$ cat config.mk
export PLATFORM = sky130hd
export DESIGN_NAME = ca_correlator_acc
export DESIGN_NICKNAME = d
export VERILOG_FILES = /design/src/rtl/ca_correlator_acc.sv
export SDC_FILE = /design/constraint.sdc
export NUM_CORES = 1
export LEC_CHECK = 0
export BUFFER_PORTS_ARGS = -buffer_cell sky130_fd_sc_hd__buf_4
export CORE_AREA = 2 2 252 155
export CTS_CLUSTER_SIZE = 30
export DETAILED_ROUTE_END_ITERATION = 10
export DIE_AREA = 0 0 254 157
export GPL_TIMING_DRIVEN = 0
export PLACE_DENSITY = 0.63
export SYNTH_ARGS = -nofsm -noshare
export SYNTH_HDL_FRONTEND = slang
export SYNTH_SLANG_ARGS = --single-unit
$ cat constraint.sdc
create_clock -name clk -period 6.2 [get_ports clk]
set_input_delay 0.93 -clock clk [delete_from_list [all_inputs] [get_ports clk]]
set_output_delay 0.93 -clock clk [all_outputs]
set_load 0.05 [all_outputs]
$ cat src/rtl/ca_correlator_acc.sv
// Per-channel early/prompt/late correlator: wipes the C/A chip off I/Q samples, integrates
// with saturation, and latches six sums plus a sample count on each dump for the processor.
module ca_correlator_acc #(
    parameter int IN_W  = 3,
    parameter int ACC_W = 16,
    parameter int CNT_W = 16
) (
    input  logic                    clk,
    input  logic                    rstn,
    input  logic                    clear,
    input  logic                    sample_en,
    input  logic signed [IN_W-1:0]  i_in,
    input  logic signed [IN_W-1:0]  q_in,
    input  logic                    early,
    input  logic                    prompt,
    input  logic                    late,
    input  logic                    dump_enable,
    input  logic                    acc_ack,
    output logic signed [ACC_W-1:0] i_e,
    output logic signed [ACC_W-1:0] q_e,
    output logic signed [ACC_W-1:0] i_p,
    output logic signed [ACC_W-1:0] q_p,
    output logic signed [ACC_W-1:0] i_l,
    output logic signed [ACC_W-1:0] q_l,
    output logic [CNT_W-1:0]        samp_cnt,
    output logic                    acc_valid,
    output logic                    overrun
);

    // Index order of every six-entry array: i_e, q_e, i_p, q_p, i_l, q_l
    logic signed [ACC_W-1:0] acc_q  [6];
    logic signed [ACC_W-1:0] acc_d  [6];
    logic signed [ACC_W-1:0] dump_q [6];
    logic signed [ACC_W-1:0] dump_d [6];
    logic signed [ACC_W-1:0] wipe   [6];
    logic signed [ACC_W-1:0] sum    [6];
    logic signed [ACC_W-1:0] i_ext, q_ext;
    logic [CNT_W-1:0]        cnt_q, cnt_d, cnt_sum;
    logic [CNT_W-1:0]        samp_q, samp_d;
    logic                    valid_q, valid_d;
    logic                    ovr_q, ovr_d;

    function automatic logic signed [ACC_W-1:0] sat_add(
        input logic signed [ACC_W-1:0] a,
        input logic signed [ACC_W-1:0] b
    );
        logic [ACC_W:0] s;
        s = {a[ACC_W-1], a} + {b[ACC_W-1], b};
        if (s[ACC_W] != s[ACC_W-1])
            return s[ACC_W] ? {1'b1, {(ACC_W-1){1'b0}}} : {1'b0, {(ACC_W-1){1'b1}}};
        return s[ACC_W-1:0];
    endfunction

    always_comb begin
        i_ext = {{(ACC_W-IN_W){i_in[IN_W-1]}}, i_in};
        q_ext = {{(ACC_W-IN_W){q_in[IN_W-1]}}, q_in};
        // chip 1 inverts the sample, chip 0 passes it
        wipe[0] = early  ? -i_ext : i_ext;
        wipe[1] = early  ? -q_ext : q_ext;
        wipe[2] = prompt ? -i_ext : i_ext;
        wipe[3] = prompt ? -q_ext : q_ext;
        wipe[4] = late   ? -i_ext : i_ext;
        wipe[5] = late   ? -q_ext : q_ext;
        for (int k = 0; k < 6; k++)
            sum[k] = sample_en ? sat_add(acc_q[k], wipe[k]) : acc_q[k];
        cnt_sum = (sample_en && !(&cnt_q)) ? cnt_q + CNT_W'(1) : cnt_q;
    end

    always_comb begin
        acc_d   = sum;
        dump_d  = dump_q;
        cnt_d   = cnt_sum;
        samp_d  = samp_q;
        valid_d = valid_q;
        ovr_d   = ovr_q;
        if (clear) begin
            for (int k = 0; k < 6; k++) begin
                acc_d[k]  = '0;
                dump_d[k] = '0;
            end
            cnt_d   = '0;
            samp_d  = '0;
            valid_d = 1'b0;
            ovr_d   = 1'b0;
        end else begin
            if (dump_enable) begin
                dump_d = sum;
                samp_d = cnt_sum;
                for (int k = 0; k < 6; k++)
                    acc_d[k] = '0;
                cnt_d = '0;
            end
            // an ack in the dump cycle acknowledges the data being replaced, so no overrun
            if (dump_enable)
                valid_d = 1'b1;
            else if (acc_ack)
                valid_d = 1'b0;
            if (acc_ack)
                ovr_d = 1'b0;
            else if (dump_enable && valid_q)
                ovr_d = 1'b1;
        end
    end

    always_ff @(posedge clk or negedge rstn) begin
        if (!rstn) begin
            for (int k = 0; k < 6; k++) begin
                acc_q[k]  <= '0;
                dump_q[k] <= '0;
            end
            cnt_q   <= '0;
            samp_q  <= '0;
            valid_q <= 1'b0;
            ovr_q   <= 1'b0;
        end else begin
            acc_q   <= acc_d;
            dump_q  <= dump_d;
            cnt_q   <= cnt_d;
            samp_q  <= samp_d;
            valid_q <= valid_d;
            ovr_q   <= ovr_d;
        end
    end

    assign i_e       = dump_q[0];
    assign q_e       = dump_q[1];
    assign i_p       = dump_q[2];
    assign q_p       = dump_q[3];
    assign i_l       = dump_q[4];
    assign q_l       = dump_q[5];
    assign samp_cnt  = samp_q;
    assign acc_valid = valid_q;
    assign overrun   = ovr_q;

endmodule

After elaboration in Yosys (flattened, before gate mapping)
Index checks and enable logic that the tools add are counted.
- register bits: 226
- bits in latches: 0
- RAM bits: 0
- bits in read-only memories: 0
- input port bits: 15
- logic and storage cells: 89
- memories kept: 0
- add/subtract/negate cells: 9
- multipliers: 0
- div/mod/pow operators: 0
- magnitude comparators: 0
- equality and inequality tests: 6
- shift operators: 0
- muxes and demuxes: 51
- bitwise operators: 0
- reduce and logical (&&, ||, !) cells: 7
- operators by type and width (cell ; number):
    two-way mux 16 bit ; 35
    two-way mux 96 bit ; 4
    adder 16 x 16 -> 17 bit ; 6
    negation 3 -> 16 bit ; 2
    adder 16 x 1 -> 16 bit (second input constant) ; 1
    AND reduction 16 bit ; 1
    two-way mux 1 bit ; 12
    != test 1 bit ; 6
    nonzero test 3 bit ; 2
    logical AND 1 bit ; 2
    nonzero test 2 bit ; 1
    logical NOT 1 bit ; 1

Depth between registers and ports, before layout
Gate-level depths: netlist (run 1).
- depth after elaboration: 9
- mapped depth: 23
- gate-level depth less buffers: 22

Least setup slack after synthesis (run 1)
Ideal clock, no wire load.
- kind: input to register
- start point: input port q_in[1]
- end point: register dump_q (netlist bit q_e[10])
- setup time: 78 ps
- arrival: 4764 ps
- data required time: 6122 ps
- path slack: 1358 ps
- cell stages on the path: 22
- path buffers: 1
- cells stage by stage: inv_1 > ha_1 > inv_1 > ha_1 > a21oi_1 > ha_1 > and3_1 > a2111oi_4 > o21bai_1 > a2111oi_0 > nor3_1 > a21o_1 > a21oi_2 > xnor2_1 > ha_1 > inv_1 > a211oi_1 > buf_2 > nor2_1 > o21ai_0 > o211ai_1 > a21oi_1
- longest elaborated chain between the ends: 9
- elaborated cells on any way between the ends: 11
- those cells by class: add/sub (2); eq/ne (1); mux (8)
- ends and longest elaborated chain (element ; line ; source):
    from (decl) ; 13 ; input logic signed [IN_W-1:0] q_in,
    negation 3 -> 16 bit ; 59 ; wipe[1] = early ? -q_ext : q_ext;
    two-way mux 16 bit * ; 59 ;
    adder 16 x 16 -> 17 bit * ; 48 ; s = {a[ACC_W-1], a} + {b[ACC_W-1], b};
    two-way mux 16 bit / != test 1 bit (equally long branches) ; 50, 49 ;
    two-way mux 16 bit / two-way mux 1 bit (equally long branches) ; 49 ; if (s[ACC_W] != s[ACC_W-1])
    two-way mux 16 bit * ; 51 ; return s[ACC_W-1:0];
    two-way mux 16 bit * ; 65 ; sum[k] = sample_en ? sat_add(acc_q[k], wipe[k]) : acc_q[k];
    two-way mux 96 bit * ; 86 ; if (dump_enable) begin
    two-way mux 96 bit * ; 76 ; if (clear) begin
    to (signal assigned) ; 117 ; dump_q <= dump_d;
    to (decl) ; 33 ; logic signed [ACC_W-1:0] dump_q [6];
Every way passes the cells marked *; elsewhere a longest branch is shown, timed or not. The select of a mux whose other input is x is not followed.
A chain may end at the register's enable or synchronous reset.

Worst setup path after layout (run 1)
- start point: input port i_in[1]
- end point: register dump_q (netlist bit i_l[7])
- longest elaborated chain between the ends: 9
- elaborated cells on any way between the ends: 11
- those cells by class: add/sub (2); eq/ne (1); mux (8)
- ends and longest elaborated chain (element ; line ; source):
    from (decl) ; 12 ; input logic signed [IN_W-1:0] i_in,
    negation 3 -> 16 bit ; 62 ; wipe[4] = late ? -i_ext : i_ext;
    two-way mux 16 bit * ; 62 ;
    adder 16 x 16 -> 17 bit * ; 48 ;
    two-way mux 16 bit / != test 1 bit (equally long branches) ; 50, 49 ;
    two-way mux 16 bit / two-way mux 1 bit (equally long branches) ; 49 ;
    two-way mux 16 bit * ; 51 ;
    two-way mux 16 bit * ; 65 ;
    two-way mux 96 bit * ; 86 ;
    two-way mux 96 bit * ; 76 ;
Marks and branches as above.

==> results of run 1 <==
==> worst max-delay path: stages <==
cell and delay (ps):
buf_4 100, inv_1 160, ha_1 180, inv_1 50
ha_1 310, o21ai_0 520, ha_1 380, o21ai_0 370
o21ai_0 180, a41o_1 340, a211oi_1 450, o21ai_0 200
xnor2_1 180, ha_1 290, clkbuf_1 440, clkbuf_1 500
o21ai_0 220, mux2i_2 490, a211oi_1 160
==> cells in the mapped netlist, types with 6 or more instances <==
master and instances:
nor2_1 232, dfrtp_1 226, a21oi_1 132, ha_1 117
o21ai_0 114, nand2_1 109, clkbuf_1 74, xnor2_1 59
a211oi_1 55, inv_1 54, o211ai_1 50, nand2b_1 46
mux2i_1 34, a21o_1 32, a31oi_1 27, and2_1 25
xor2_1 25, nor3_1 24, nand3_1 19, and3_1 15
nor2b_1 13, o21a_1 12, or2_2 12, o21bai_1 11
buf_1 10, or3_1 10, nand4_1 9, nor3b_1 9
o31ai_1 8, a21boi_0 7, a31o_2 6, buf_2 6
fa_1 6, o22ai_1 6
==> through the flow <==
stage	cell area [µm²]	total power (W)	worst slack, ps
3_5_place_dp	16490	0.003301	-271.0
2_1_floorplan	14830	0.002778	1358
3_3_place_gp	16420	0.003278	-311.7
6_report	17340	0.004890	136.7
4_1_cts	17330	0.004875	280.9
5_1_grt	17340	0.005107	10.93
==> power groups by stage <==
stage | combinational, W | clock [W] | sequential [W]
detailed placement | 0.00162 | 0 | 0.00168
floorplan | 0.000898 | 0 | 0.00188
global route | 0.00179 | 0.00165 | 0.00167
finish | 0.00166 | 0.00157 | 0.00166
CTS | 0.00163 | 0.00159 | 0.00166
global placement | 0.00160 | 0 | 0.00168
==> worst max-delay path by stage <==
| stage | startpoint | to | slack, ps | cells past startpoint |
|---|---|---|---|---|
| 5_1_grt | q_in[1] | q_p[1] | 10 | 21 |
| 6_report | i_in[1] | i_l[7] | 140 | 19 |
| 3_5_place_dp | i_in[1] | i_p[13] | -270 | 21 |
| 4_1_cts | i_in[1] | i_p[13] | 280 | 21 |
| 2_1_floorplan | q_in[1] | q_e[10] | 1360 | 22 |
| 3_3_place_gp | i_in[1] | i_p[13] | -310 | 21 |
==> routing by layer <==
layer	routed length (µm)	vias to the layer above	share of wire	global-route usage
li1	-	6350	-	-
met1	25930	6747	0.49	0.4136
met2	20890	612	0.39	0.3636
met3	4665	99	0.088	0.05160
met4	1794	0	0.034	0.08683
met5	0	-	0	0
==> area by class of cell <==
type	instances	area [µm²]
sequential	226	5655
clock buffer	34	719.4
buffer	90	346.6
timing repair buffer	129	1016
inverter	54	202.7
multi-input combinational	1308	8637
fill	3696	19950
clock inverter	11	125.1
tap	513	641.9
==> kinds of logic (layout without fill, tap and decap cells) <==
family | Yosys count | in the layout | share of synthesized area
buf+inv | 144 | 318 | 0.03696
mux | 34 | 34 | 0.02295
fa+ha+maj | 128 | 128 | 0.1104
xor+xnor | 84 | 84 | 0.04961
flops | 226 | 226 | 0.3814
compound gates | 521 | 521 | 0.2285
simple gates | 541 | 541 | 0.1702
==> flow_metrics.tcl, run 1 <==
set metrics [dict create \
    viasPerCell 5.838 \
    cts_tree "built" \
    end_kind "register" \
    switching_share 0.3827 \
    fin_nets 1972 \
    cap_viol_max_count 0 \
    htree_levels 1 \
    grt_pass1_vias 13090 \
    crit_fanout 10 \
    detail_route.first_pass.iterations 5 \
    syn_area_per_cell_um2 8.837 \
    start_kind "primary input" \
    coreArea_um2 37300 \
    synthDominantCellAreaShare 0.3814 \
    wl_um 53280 \
    post-cts-setup-buffers 0 \
    place_congestion 0.9842 \
    share_seq_of_total_power 0.339 \
    cts_buffers 25 \
    cts_resized 0 \
    finalSetupViolations 0 \
    start_util 0.3976 \
    netlist_area_um2 14830 \
    rsz0062_at_grt "false" \
    fin_skew_ps 15.82 \
    largest_reg_flops 96 \
    synth_edf_count 0 \
    timing.hold.ws_ps 406.7 \
    irDropWorstVdd_v 0.0002099 \
    finalHoldViolCount 0 \
    final_util 0.4650 \
    synth_area_leader_cell "dfrtp_1" \
    clkSlewWorstSetupHoldPaths_ps 60 \
    setup_tns_ps 0 \
    place_hpwl_um 39620 \
    routedWlPerCell_um 22.53 \
    drtAntennaViolNets 0 \
    period_needed_ps 6063 \
    regToRegSetupSlack_ps 1380 \
    switchingPower_w 0.001871 \
    min_period_over_period 0.9780 \
    slew_viol_final 0 \
    drive_gt1_frac 0.1156 \
    drt_iter0_drc 1404 \
    grtUsageTotal 0.2663 \
    internal_power_w 0.003018 \
    final_cells 2365 \
    cp.arrival_ps 6470 \
    cp.required_ps 6610 \
    power.leakage_nw 8.098 \
    io_pins 129 \
    ctsHoldBuffers 0 \
    final_cell_mix "232 x nor2_1, 226 x dfrtp_1, 130 x a21oi_1, 126 x buf_4, 117 x ha_1" \
    synth_cell_types 78 \
    dp.cells 2320 \
    syn_nets 1816 \
    critPathKind "in -> reg" \
    grt_max_degree 116 \
    antenna_cells 0 \
    clock_latency_ps 570 \
    synthFlopType "dfrtp_1" \
    reg2reg_from "acc_q[17]" \
    synth.area.top_cells "dfrtp_1 38%, ha_1 9.9%, nor2_1 5.9%, a21oi_1 4.5%, o21ai_0 3.8%" \
    cts_max_path_buffers 3 \
    tightest_slew_ps 1157 \
    die_h_um 157 \
    synth-async-reset-ratio 1.000 \
    reg2regPathDepth 13 \
    final_common_cell "nor2_1" \
    top_register "acc_q" \
    fmax_mhz 164.9 \
    status "completed" \
    vias 13810 \
    hold_class "in -> async" \
    synthCells 1678 \
    port_buffers 127 \
    drc_errors 0 \
    numClockSinks 226 \
    power_frac_comb 0.339 \
    synth_warnings 0 \
    slew_headroom 0.2289 \
    area_growth_pct 16.96 \
    die-area_um2 39880 \
    rows 55 \
    overflow 0 \
    die_x_um 254 \
    pwr-share-clk 0.322 \
    antenna_found_initial 0 \
    rr_endpoint "i_l[7]" \
    ys_ff_latch 226 \
    synth-seq-area-share 0.3814 \
    grt_pass1_wl_um 80030 \
    cts_root_buffer "clkbuf_16" \
    power_density_nw_per_um2 281.9 \
]
(Power assumes the default switching activity.)
==> run 2, diff against run 1 <==
--- a/config.mk
+++ b/config.mk
@@ -11,7 +11,8 @@
 export DETAILED_ROUTE_END_ITERATION = 10
 export DIE_AREA = 0 0 254 157
 export GPL_TIMING_DRIVEN = 0
-export PLACE_DENSITY = 0.63
+export PLACE_DENSITY = 0.65
+export SKIP_LAST_GASP = 1
 export SYNTH_ARGS = -nofsm -noshare
 export SYNTH_HDL_FRONTEND = slang
 export SYNTH_SLANG_ARGS = --single-unit
==> constraint.sdc (replaced) <==
create_clock -name clk -period 5.2 [get_ports clk]
set_input_delay 0.78 -clock clk [delete_from_list [all_inputs] [get_ports clk]]
set_output_delay 0.78 -clock clk [all_outputs]
set_load 0.05 [all_outputs]
==> run 2 against run 1 <==
Critical path depth decreased by 1. Via count down 0.79%. Core utilization up 0.39 points. Largest power group is now combinational cells. Count of clock-buffer cells in the layout decreased by 3. Sequential power grew 19%. Critical path type unchanged. Non-clock buffer count fell by 2. Final cell count barely moved. Hold slack got worse by 270 ps. Die area stayed put.
==> flow_metrics.tcl, run 2 (synthesis gave the netlist of run 1 again) <==
set metrics [dict create \
    fin_nets 1970 \
    final_common_cell "nor2_1" \
    io_pins 129 \
    cap_viol_max_count 0 \
    total_power_w 0.005876 \
    fillers 3675 \
    detail_route.first_pass.iterations 9 \
    grtUsageTotal 0.2686 \
    rr_endpoint "i_p[13]" \
    die-area_um2 39880 \
    finalSetupViolations 0 \
    power_frac_comb 0.346 \
    busiest_layer "met1" \
    coreArea_um2 37300 \
    clkSlewWorstSetupHoldPaths_ps 70 \
    vias 13700 \
    cts_root_buffer "clkbuf_16" \
    timing.hold.ws_ps 138.6 \
    critPathKind "in -> reg" \
    switching_share 0.3891 \
    power_density_nw_per_um2 335.9 \
    largest_reg_flops 96 \
    setup_tns_ps 0 \
    wl_um 53480 \
    drc_errors 0 \
    pwr-share-clk 0.318 \
    htree_levels 1 \
    min_period_over_period 0.9648 \
    crit_fanout 10 \
    internal_power_w 0.003589 \
    fin_skew_ps 15.24 \
    routedWlPerCell_um 22.62 \
    start_kind "primary input" \
    irDropWorstVdd_v 0.0002403 \
    grt_use_met2 0.3773 \
    drtAntennaViolNets 0 \
    antenna_found_initial 0 \
    start_util 0.3976 \
    clock_latency_ps 580 \
    power.leakage_nw 8.129 \
    grtUsageMet3 0.08649 \
    reg2regPathDepth 15 \
    grt_max_degree 91 \
    place_congestion 0.9858 \
    cts_buffers 25 \
    end_kind "register" \
    status "completed" \
    regToRegSetupSlack_ps 930 \
    tightest_slew_ps 1143 \
    cts_tree "built" \
    slew_headroom 0.2383 \
    fmax_mhz 199.3 \
    numClockSinks 226 \
    grt_pass1_vias 13250 \
    grt_pass1_wl_um 80570 \
    slew_viol_final 0 \
    port_buffers 127 \
    pre_cts_slack_ps -1127 \
    cts_max_path_buffers 3 \
    rows 55 \
    period_needed_ps 5017 \
    post_dp_cell_area_um2 16490 \
    overflow 0 \
    die_x_um 254 \
    area_growth_pct 17.95 \
    share_seq_of_total_power 0.337 \
    die_h_um 157 \
    cp.required_ps 5620 \
    top_register "acc_q" \
    hold_class "in -> async" \
    cp.arrival_ps 5440 \
    final_area_um2 17490 \
    viasPerCell 5.795 \
    finalHoldViolCount 0 \
    rsz0062_at_grt "true" \
    use_met1 0.3937 \
    drive_gt1_frac 0.1319 \
    reg2reg_from "acc_q[49]" \
    switchingPower_w 0.002287 \
    drt_iter0_drc 1103 \
    final_cell_mix "232 x nor2_1, 226 x dfrtp_1, 130 x buf_4, 125 x a21oi_1, 114 x ha_1" \
    place_hpwl_um 40220 \
    setup_ws_ps 183.1 \
]
[run 2: cell types whose count changed in the layout (fill, tap and decap cells not counted), sizes merged]
cell	change
clkbuf	-7
diode	+1
buf	+2
clkinv	+1
clkinvlp	+2
[run 2: worst max-delay path, cell delays in order]
cell and delay, ps:
buf_4 120, inv_1 130, ha_1 170, inv_1 40
ha_1 320, o21ai_1 360, ha_1 340, o21ai_0 290
o21ai_0 170, a41o_1 330, a211oi_1 410, o21ai_0 190
xnor2_1 170, ha_2 470, clkbuf_2 290, o21ai_0 210
mux2i_2 470, a211oi_1 150
[run 2: what timing repair did]
item / CTS / global route
setup endpoints to repair: 105 / 140
pin swaps: 0 / 2
gates resized for setup: 25 / 35
buffers inserted: 0 / 2
hold buffers: 0 / 0
[run 2: final cells by class]
cell class	count	area [µm²]	area share
plain buffers	86	352.8	0.02017
diodes	1	2.502	0.0001431
well taps	513	641.9	0.03670
clock buffers	31	668.1	0.03820
clock inverters	14	165.2	0.009443
multi-input cells	1308	8767	0.5013
repair buffers	131	1031	0.05895
inverters	54	206.4	0.01180
flip-flops and latches	226	5655	0.3233
[run 2: worst max-delay path by stage]
stage	slack [ps]	cells after the start	end	startpoint
final	180	18	i_l[7]	i_in[1]
after global routing	-50	21	i_p[13]	i_in[1]
after CTS	-50	22	q_e[12]	q_in[1]
after detailed placement	-1130	20	q_p[7]	q_in[1]
after global placement	-1120	20	q_p[7]	q_in[1]
after floorplan	510	22	q_e[10]	q_in[1]
[run 2: stage by stage]
stage,std cells,util
after floorplan,1678,-
after global placement,2318,0.4404
after detailed placement,2320,0.4420
after CTS,2364,0.4659
after global routing,2363,0.4689
final,2364,0.4689
[run 2: layer usage]
metal,vias to the layer above,part of all wire
met5,-,0
met1,6705,0.48
met2,554,0.40
li1,6347,-
met4,0,0.025
met3,93,0.098
[run 2: power groups by stage]
stage | sequential [W] | clock [W] | combinational, W
final | 0.00198 | 0.00187 | 0.00203
after global routing | 0.00199 | 0.00195 | 0.00220
after CTS | 0.00198 | 0.00188 | 0.00197
after detailed placement | 0.00201 | 0 | 0.00194
after global placement | 0.00201 | 0 | 0.00190
after floorplan | 0.00224 | 0 | 0.00107
